===== config.mk =====
export PLATFORM = sky130hd
export DESIGN_NAME = fetch_sequencer
export DESIGN_NICKNAME = d
export VERILOG_FILES = /design/src/rtl/fetch_sequencer.sv
export SDC_FILE = /design/constraint.sdc
export NUM_CORES = 1
export LEC_CHECK = 0
export ABC_AREA = 1
export BUFFER_PORTS_ARGS = -buffer_cell sky130_fd_sc_hd__buf_2
export CAP_MARGIN = 25
export CORE_MARGIN = 1.5
export CORE_UTILIZATION = 45
export DETAILED_ROUTE_END_ITERATION = 10
export GPL_TIMING_DRIVEN = 0
export PLACE_DENSITY = 0.69
export SYNTH_ARGS = -nofsm -noshare
export SYNTH_HDL_FRONTEND = slang
export SYNTH_SLANG_ARGS = --single-unit

===== constraint.sdc =====
create_clock -name clk_i -period 15.1 [get_ports clk_i]
set_input_delay 0.755 -clock clk_i [delete_from_list [all_inputs] [get_ports clk_i]]
set_output_delay 0.755 -clock clk_i [all_outputs]
set_load 0.03 [all_outputs]

===== src/rtl/fetch_sequencer.sv =====
// Byte-serial Y86-64 fetch controller: reads one instruction byte per memory request,
// assembles icode/ifun/rA/rB/valC, issues to decode and waits for the next PC.
module fetch_sequencer #(
    parameter int unsigned IMEM_DEPTH = 1024,
    parameter logic [63:0] RESET_PC   = 64'd0
) (
    input  logic        clk_i,
    input  logic        rst_i,
    output logic        imem_rd_o,
    output logic [63:0] imem_addr_o,
    input  logic        imem_valid_i,
    input  logic [7:0]  imem_data_i,
    output logic        issue_valid_o,
    input  logic        issue_ready_i,
    output logic [3:0]  icode_o,
    output logic [3:0]  ifun_o,
    output logic [3:0]  ra_o,
    output logic [3:0]  rb_o,
    output logic [63:0] valc_o,
    output logic [63:0] valp_o,
    output logic [63:0] pc_o,
    input  logic        newpc_valid_i,
    input  logic [63:0] newpc_i,
    output logic [1:0]  stat_o
);

    typedef enum logic [2:0] {
        S_REQ, S_WAIT_BYTE, S_ISSUE, S_WAIT_PC, S_HALT, S_ERR
    } state_t;

    localparam logic [1:0] STAT_AOK = 2'd0;
    localparam logic [1:0] STAT_HLT = 2'd1;
    localparam logic [1:0] STAT_ADR = 2'd2;
    localparam logic [1:0] STAT_INS = 2'd3;

    state_t      state_q, state_d;
    logic [63:0] pc_q, pc_d;
    logic [3:0]  n_q, n_d;
    logic [3:0]  len_q, len_d;
    logic [3:0]  icode_q, icode_d;
    logic [3:0]  ifun_q, ifun_d;
    logic [3:0]  ra_q, ra_d;
    logic [3:0]  rb_q, rb_d;
    logic [63:0] valc_q, valc_d;
    logic [63:0] valp_q, valp_d;
    logic [1:0]  stat_q, stat_d;
    logic        rd_q, rd_d;
    logic [63:0] addr_q, addr_d;

    logic [63:0] byte_addr;
    logic [3:0]  byte_len;
    logic [3:0]  n_next;
    logic        has_regs;
    logic [2:0]  vidx;
    logic        accept;

    function automatic logic [3:0] insn_len(input logic [3:0] ic);
        case (ic)
            4'h0, 4'h1, 4'h9:             insn_len = 4'd1;
            4'h2, 4'h6, 4'hA, 4'hB:       insn_len = 4'd2;
            4'h7, 4'h8:                   insn_len = 4'd9;
            default:                      insn_len = 4'd10;
        endcase
    endfunction

    assign byte_addr = pc_q + {60'd0, n_q};
    assign byte_len  = insn_len(imem_data_i[7:4]);
    assign n_next    = n_q + 4'd1;
    assign has_regs  = (len_q == 4'd2) || (len_q == 4'd10);
    assign vidx      = n_q[2:0] - (has_regs ? 3'd2 : 3'd1);
    // Data is never returned in the request cycle, so anything arriving then is stale.
    assign accept    = imem_valid_i && !rd_q;

    always_comb begin
        state_d = state_q;
        pc_d    = pc_q;
        n_d     = n_q;
        len_d   = len_q;
        icode_d = icode_q;
        ifun_d  = ifun_q;
        ra_d    = ra_q;
        rb_d    = rb_q;
        valc_d  = valc_q;
        valp_d  = valp_q;
        stat_d  = stat_q;
        rd_d    = 1'b0;
        addr_d  = addr_q;
        case (state_q)
            S_REQ: begin
                if (byte_addr >= 64'(IMEM_DEPTH)) begin
                    state_d = S_ERR;
                    stat_d  = STAT_ADR;
                end else begin
                    rd_d    = 1'b1;
                    addr_d  = byte_addr;
                    state_d = S_WAIT_BYTE;
                end
            end
            S_WAIT_BYTE: begin
                if (accept) begin
                    if (n_q == 4'd0) begin
                        if (imem_data_i[7:4] > 4'hB) begin
                            state_d = S_ERR;
                            stat_d  = STAT_INS;
                        end else begin
                            icode_d = imem_data_i[7:4];
                            ifun_d  = imem_data_i[3:0];
                            ra_d    = 4'hF;
                            rb_d    = 4'hF;
                            valc_d  = 64'd0;
                            len_d   = byte_len;
                            if (byte_len == 4'd1) begin
                                valp_d  = pc_q + 64'd1;
                                state_d = S_ISSUE;
                            end else begin
                                n_d     = 4'd1;
                                state_d = S_REQ;
                            end
                        end
                    end else begin
                        if (has_regs && (n_q == 4'd1)) begin
                            ra_d = imem_data_i[7:4];
                            rb_d = imem_data_i[3:0];
                        end else begin
                            valc_d[{vidx, 3'b000} +: 8] = imem_data_i;
                        end
                        if (n_next == len_q) begin
                            valp_d  = pc_q + {60'd0, len_q};
                            state_d = S_ISSUE;
                        end else begin
                            n_d     = n_next;
                            state_d = S_REQ;
                        end
                    end
                end
            end
            S_ISSUE: begin
                if (issue_ready_i) begin
                    if (icode_q == 4'h0) begin
                        state_d = S_HALT;
                        stat_d  = STAT_HLT;
                    end else begin
                        state_d = S_WAIT_PC;
                    end
                end
            end
            S_WAIT_PC: begin
                if (newpc_valid_i) begin
                    pc_d    = newpc_i;
                    n_d     = 4'd0;
                    state_d = S_REQ;
                end
            end
            S_HALT, S_ERR: begin
                state_d = state_q;
            end
            default: begin
                state_d = S_REQ;
            end
        endcase
    end

    always_ff @(posedge clk_i or posedge rst_i) begin
        if (rst_i) begin
            state_q <= S_REQ;
            pc_q    <= RESET_PC;
            n_q     <= 4'd0;
            len_q   <= 4'd0;
            icode_q <= 4'h0;
            ifun_q  <= 4'h0;
            ra_q    <= 4'hF;
            rb_q    <= 4'hF;
            valc_q  <= 64'd0;
            valp_q  <= 64'd0;
            stat_q  <= STAT_AOK;
            rd_q    <= 1'b0;
            addr_q  <= 64'd0;
        end else begin
            state_q <= state_d;
            pc_q    <= pc_d;
            n_q     <= n_d;
            len_q   <= len_d;
            icode_q <= icode_d;
            ifun_q  <= ifun_d;
            ra_q    <= ra_d;
            rb_q    <= rb_d;
            valc_q  <= valc_d;
            valp_q  <= valp_d;
            stat_q  <= stat_d;
            rd_q    <= rd_d;
            addr_q  <= addr_d;
        end
    end

    assign imem_rd_o     = rd_q;
    assign imem_addr_o   = addr_q;
    assign issue_valid_o = (state_q == S_ISSUE);
    assign icode_o       = icode_q;
    assign ifun_o        = ifun_q;
    assign ra_o          = ra_q;
    assign rb_o          = rb_q;
    assign valc_o        = valc_q;
    assign valp_o        = valp_q;
    assign pc_o          = pc_q;
    assign stat_o        = stat_q;

endmodule


# == Word level (Yosys, flattened, before mapping) ==
# Memories as Yosys holds them, arrays and structs flattened.
# Index checks and enable logic that the tools add are counted.
# totals
rom_bits,48
memories,1
register_bits,286
output_inout_bits,276
word_cells,111
# mem_list
memory,words,word_bits,read_ports,rd_clocked_by_memory_dff,write_ports,line,rtl
(no name shown),16,3,1,0,0,58,case (ic)
# op_classes
n_mux,40
shifts,2
reduce_logical,21
n_lt_le_gt_ge,2
eq_ne,23
bitwise,3
addsub,6
# op_table
operator,n
$mux W64,7
$add A64 B4 Y64,2
$add A64 B1 Y64 const B,1
$bwmux W64,1
$ge A64 B11 Y1 const B,1
$shift A8 B8 Y64 const A,1
$shiftx A8 B8 Y64,1
$mux W4,11
$mux W3,7
$mux W2,9
$reduce_and A4 Y1,4
$pmux W3 S5,1
$ne A2 B2 Y1 const B,7
$ne A3 B3 Y1 const B,3
$eq A4 B1 Y1 const B,2
$logic_not A4 Y1,2
$neg A6 Y8,1
$pmux W4 S2,1
$reduce_and A7 Y1,1
$eq A3 B2 Y1 const B,2
$eq A3 B3 Y1 const B,2
$ne A2 B1 Y1 const B,3
$pmux W2 S3,1
$reduce_and A6 Y1,1
other kinds (18),25

# == Longest topological paths before layout ==
# logic_depth
word_depth,9
ltp_mapped,21

# == Worst setup path after synthesis ==
# Ideal clock, no wire load.
# synth_timing
path_kind,flip-flop to flip-flop
startpoint,reg n_q[1]
endpoint,reg valp_q[35] (netlist: valp_o[35])
path_buffers,2
setup_time_ns,0.133
t_required_ns,14.967
t_arrival_ns,3.386
path_stages_with_launch,18
path_slack_ns,11.580
path_cell_list,dfrtp_1 > inv_1 > ha_1 > nand2_1 > clkbuf_1 > inv_1 > clkbuf_1 > nor2_1 > ha_1 > a21oi_1 > or2_2 > o21ai_0 > nand2_1 > nor2_1 > nand3_1 > nor4_1 > xor2_1 > o21ai_0
# synth_via
elab_chain_cells,4
word_cells_on_any_way,8
classes_between,add/sub: 1; eq/ne: 3; mux: 1; reduce/logical: 3
# synth_rtl
element,line,rtl
start: declaration,38,"logic [3:0] n_q, n_d;"
start signal: assignment,181,n_q <= n_d;
$add A4 B1 Y4,68,assign n_next = n_q + 4'd1;
$eq A4 B4 Y1,127,if (n_next == len_q) begin
$reduce_bool A2 Y1 (no line),-,
$reduce_and A5 Y1 (no line),-,
end signal: assignment,188,valp_q <= valp_d;
end: declaration,45,"logic [63:0] valp_q, valp_d;"
# Several ways; a longest one is shown, not always the timed one.
# A chain may end at the register's enable or synchronous reset.

# == Worst setup path after layout ==
# layout_timing
startpoint,reg n_q[0]
endpoint,reg valp_q[54] (netlist: valp_o[54])
# The elaborated chain is that of the path after synthesis.

==> results_dict.tcl <==
set metrics [dict create \
    status "completed" \
    timing.critical_path.arrival_ns 6.05 \
    power.leakage_nw 10.1 \
    timing_hold_violations_final 0 \
    die-area_um2 33100 \
    cts_hold_repair.buffers 0 \
    timing.setup.critical_path_class "reg2reg" \
    clock_latency_ns 0.59 \
    post_cts.resized_instances 0 \
    synth_seq_cells 285 \
    cts_tree "built" \
    synth_warnings 0 \
    floorplan.initialDensity_pct 45.7 \
    fp.coreArea_um2 31600 \
    cts.root.buffer_cell "sky130_fd_sc_hd__clkbuf_16" \
    reg2regPathDepth 18 \
    port_buf_inserts 352 \
    timing_max_transition_violations_final 0 \
    synth_area_um2 14400 \
    post-route-drc-count 0 \
    clock-skew-final_ns 0.0138 \
    yosysUniqueCellTypes 40 \
    dr.first_iter.drc_count 1184 \
    timing.reg2reg.setup_slack_ns 9.48 \
    route.antenna.remaining_nets 0 \
    dp.final_hpwl_mm 42.2 \
    ys_async_sr_fraction_pct 100 \
    globalRouteMet3Util_pct 6.24 \
    route.detailed.vias_per_inst 5.35 \
    synth_enable_flop_cells 0 \
    area_growth_syn_to_layout_pct 23.4 \
    worstReg2RegStart "n_q[0]" \
    htreeDepth 1 \
    crit_required_ns 15.52 \
    endpoint_kind "flop" \
    min_period_over_period_pct 37.2 \
    totalWireLength_mm 53.8 \
    buffer_levels_on_the_longest_clock_path 3 \
    critical_path.reg2reg.endpoint "valp_o[54]" \
    die_y_um 182 \
    cellPowerDensity_nw_per_um2 129 \
    drv.max_cap_violation_count 0 \
    holdWs_ns 0.244 \
    syn-mean-instance-area_um2 7.81 \
    grt-ovfl-total 0 \
    met1_usage_in_global_routing_pct 43.9 \
    top_usage_layer_grt "met2" \
    finalCriticalPeriod_ns 5.62 \
    critPathLaunchType "flop" \
    grt_antenna_before_repair 4 \
    place_congestion 0.980 \
    synth_fp_nets 1940 \
    post_route_cells_drive_above_1_share_pct 23.0 \
    postCtsSetupBuffers 0 \
    netlist_instances 1847 \
    seq_area_frac_synth_pct 49.5 \
    worst_setup_hold_path_clk_slew_ns 0.06 \
    nets_final 2327 \
    setup_violations 0 \
    finalSetupTns_ns 0 \
    path_max_fanout 10 \
    worst-slew-pin-transition_ns 1.09 \
    wl_per_cell_um 20.2 \
    die_x_um 182 \
    detail_route.first_pass.iterations 6 \
    slew_headroom_pct 27.6 \
    num_rows 65 \
    timing.fmax_ghz 0.178 \
    grtUsageMet2_pct 50.7 \
    min_path_type "in2async" \
    synth_ff_type "sky130_fd_sc_hd__dfrtp_1" \
    number_of_global_route_vias_before_repair 13800 \
    ir_worst_vdd_mv 0.101 \
    clkSinkCount 285 \
    ios 353 \
    first_pass_grt_wire_length_mm 81.6 \
    grt_start_max_net_pins 123 \
    rsz0062_at_grt "no" \
    grtUsageTotal_pct 32.3 \
    vias 14300 \
    tritoncts.num_buffers 31 \
]
-- flip-flops by register name, indices dropped and copies added (netlist names) --
register and count:
imem_rd_o 1, ifun_o 4, len_q 3, imem_addr_o 64, stat_o 2, state_q 3, valc_o 64, valp_o 64
rb_o 4, n_q 4, pc_o 64, icode_o 4, ra_o 4
-- final cells by class --
type                       instances  area (µm²)
fill                            3028       13800
sequential                       285        7140
multi-input combinational       1288        6210
timing repair buffer             354        1820
clock buffer                      50         957
inverter                         232         878
tap                              402         503
buffer                            42         201
clock inverter                     8        83.8
antenna                            2        5.00
-- kinds of logic after synthesis --
kind of cell               synth area share (%)
xor gates and xnor gates                   4.62
DFF                                        49.5
and+or+nand+nor                            26.9
AOI/OAI and AO/OA                          9.47
buffers and inverters                      7.44
muxes                                     0.468
adders and majority gates                  1.54
-- synth_stat cells, types with 5 or more instances --
master / instances / area [µm²]
sky130_fd_sc_hd__xnor2_1: 6 / 52.6
sky130_fd_sc_hd__nor2_2: 8 / 50.1
sky130_fd_sc_hd__clkbuf_1: 32 / 120
sky130_fd_sc_hd__nand2_1: 493 / 1850
sky130_fd_sc_hd__nand3_1: 84 / 420
sky130_fd_sc_hd__inv_2: 46 / 173
sky130_fd_sc_hd__nor2_1: 255 / 957
sky130_fd_sc_hd__inv_1: 180 / 676
sky130_fd_sc_hd__o21ai_1: 14 / 70.1
sky130_fd_sc_hd__o22ai_1: 26 / 163
sky130_fd_sc_hd__nor2_4: 12 / 135
sky130_fd_sc_hd__ha_1: 13 / 163
sky130_fd_sc_hd__mux2_2: 6 / 67.6
sky130_fd_sc_hd__xor2_1: 70 / 613
sky130_fd_sc_hd__nor3_1: 19 / 95.1
sky130_fd_sc_hd__nand4_1: 26 / 163
sky130_fd_sc_hd__nand2_2: 18 / 113
sky130_fd_sc_hd__a21oi_1: 85 / 425
sky130_fd_sc_hd__dfstp_2: 8 / 210
sky130_fd_sc_hd__clkinv_1: 6 / 22.5
sky130_fd_sc_hd__dfrtp_1: 277 / 6930
sky130_fd_sc_hd__buf_6: 5 / 56.3
sky130_fd_sc_hd__o21ai_0: 128 / 641
-- per-layer routing --
metal	vias to the layer above	part of all wire (%)	wire length [µm]
li1	6632	-	-
met1	6842	43	23200
met2	647	44	23700
met3	125	8.2	4410
met4	4	4.6	2470
met5	-	0.050	27
-- metrics by stage --
stage               util [%]  total power [mW]  instance area (µm²)  worst slack [ns]  instances
floorplan                  -              1.32                14400              6.49       1847
global placement        52.9              1.51                16700              3.49       2601
detailed placement      53.1              1.52                16700              9.60       2603
CTS                     56.4              2.29                17800              9.58       2661
global route            56.4              2.40                17800              9.10       2663
finish                  56.4              2.29                17800              9.48       2663
-- worst max-delay path: stages, from the launching register on --
cell and delay (ns):
sky130_fd_sc_hd__dfrtp_1 0.53, sky130_fd_sc_hd__inv_1 0.14, sky130_fd_sc_hd__ha_1 0.23, sky130_fd_sc_hd__nand2_1 0.09, sky130_fd_sc_hd__clkbuf_1 0.39, sky130_fd_sc_hd__inv_1 0.21
sky130_fd_sc_hd__clkbuf_1 0.26, sky130_fd_sc_hd__nor2_1 0.34, sky130_fd_sc_hd__inv_1 0.11, sky130_fd_sc_hd__fa_1 0.43, sky130_fd_sc_hd__nor2_1 0.13, sky130_fd_sc_hd__a21oi_1 0.18
sky130_fd_sc_hd__nor3_1 0.51, sky130_fd_sc_hd__nand3_1 0.37, sky130_fd_sc_hd__nor3_1 0.83, sky130_fd_sc_hd__nand2_1 0.23, sky130_fd_sc_hd__nor2_1 0.19, sky130_fd_sc_hd__xor2_1 0.17
sky130_fd_sc_hd__o21ai_0 0.11
-- power breakdown --
| part | switching [mW] | internal (mW) | leakage [nW] |
|---|---|---|---|
| combinational | 0.449 | 0.165 | 6.15 |
| clock | 0.319 | 0.450 | 0.518 |
| sequential | 0.0533 | 0.851 | 3.43 |
| total | 0.821 | 1.47 | 10.1 |
-- cells in the final DEF (no fill, tap or decap), drive strengths merged, types with 13 or more instances in the layout --
cell	instances
nand2	513
buf	364
dfrtp	277
nor2	275
inv	227
o21ai	143
a21oi	85
nand3	84
clkbuf	82
xor2	70
o22ai	26
nand4	26
nor3	20
ha	13
-- worst max path at each step --
stage          startpoint         end  slack, ns
2_1_floorplan       rst_i  icode_o[0]       6.49
3_3_place_gp        rst_i    pc_o[52]       3.49
3_5_place_dp       n_q[0]  valp_o[19]       9.60
4_1_cts            n_q[0]  valp_o[19]       9.58
5_1_grt            n_q[0]  valp_o[19]       9.10
6_report           n_q[0]  valp_o[54]       9.48
No activity file was read; power rests on OpenSTA's default activity.
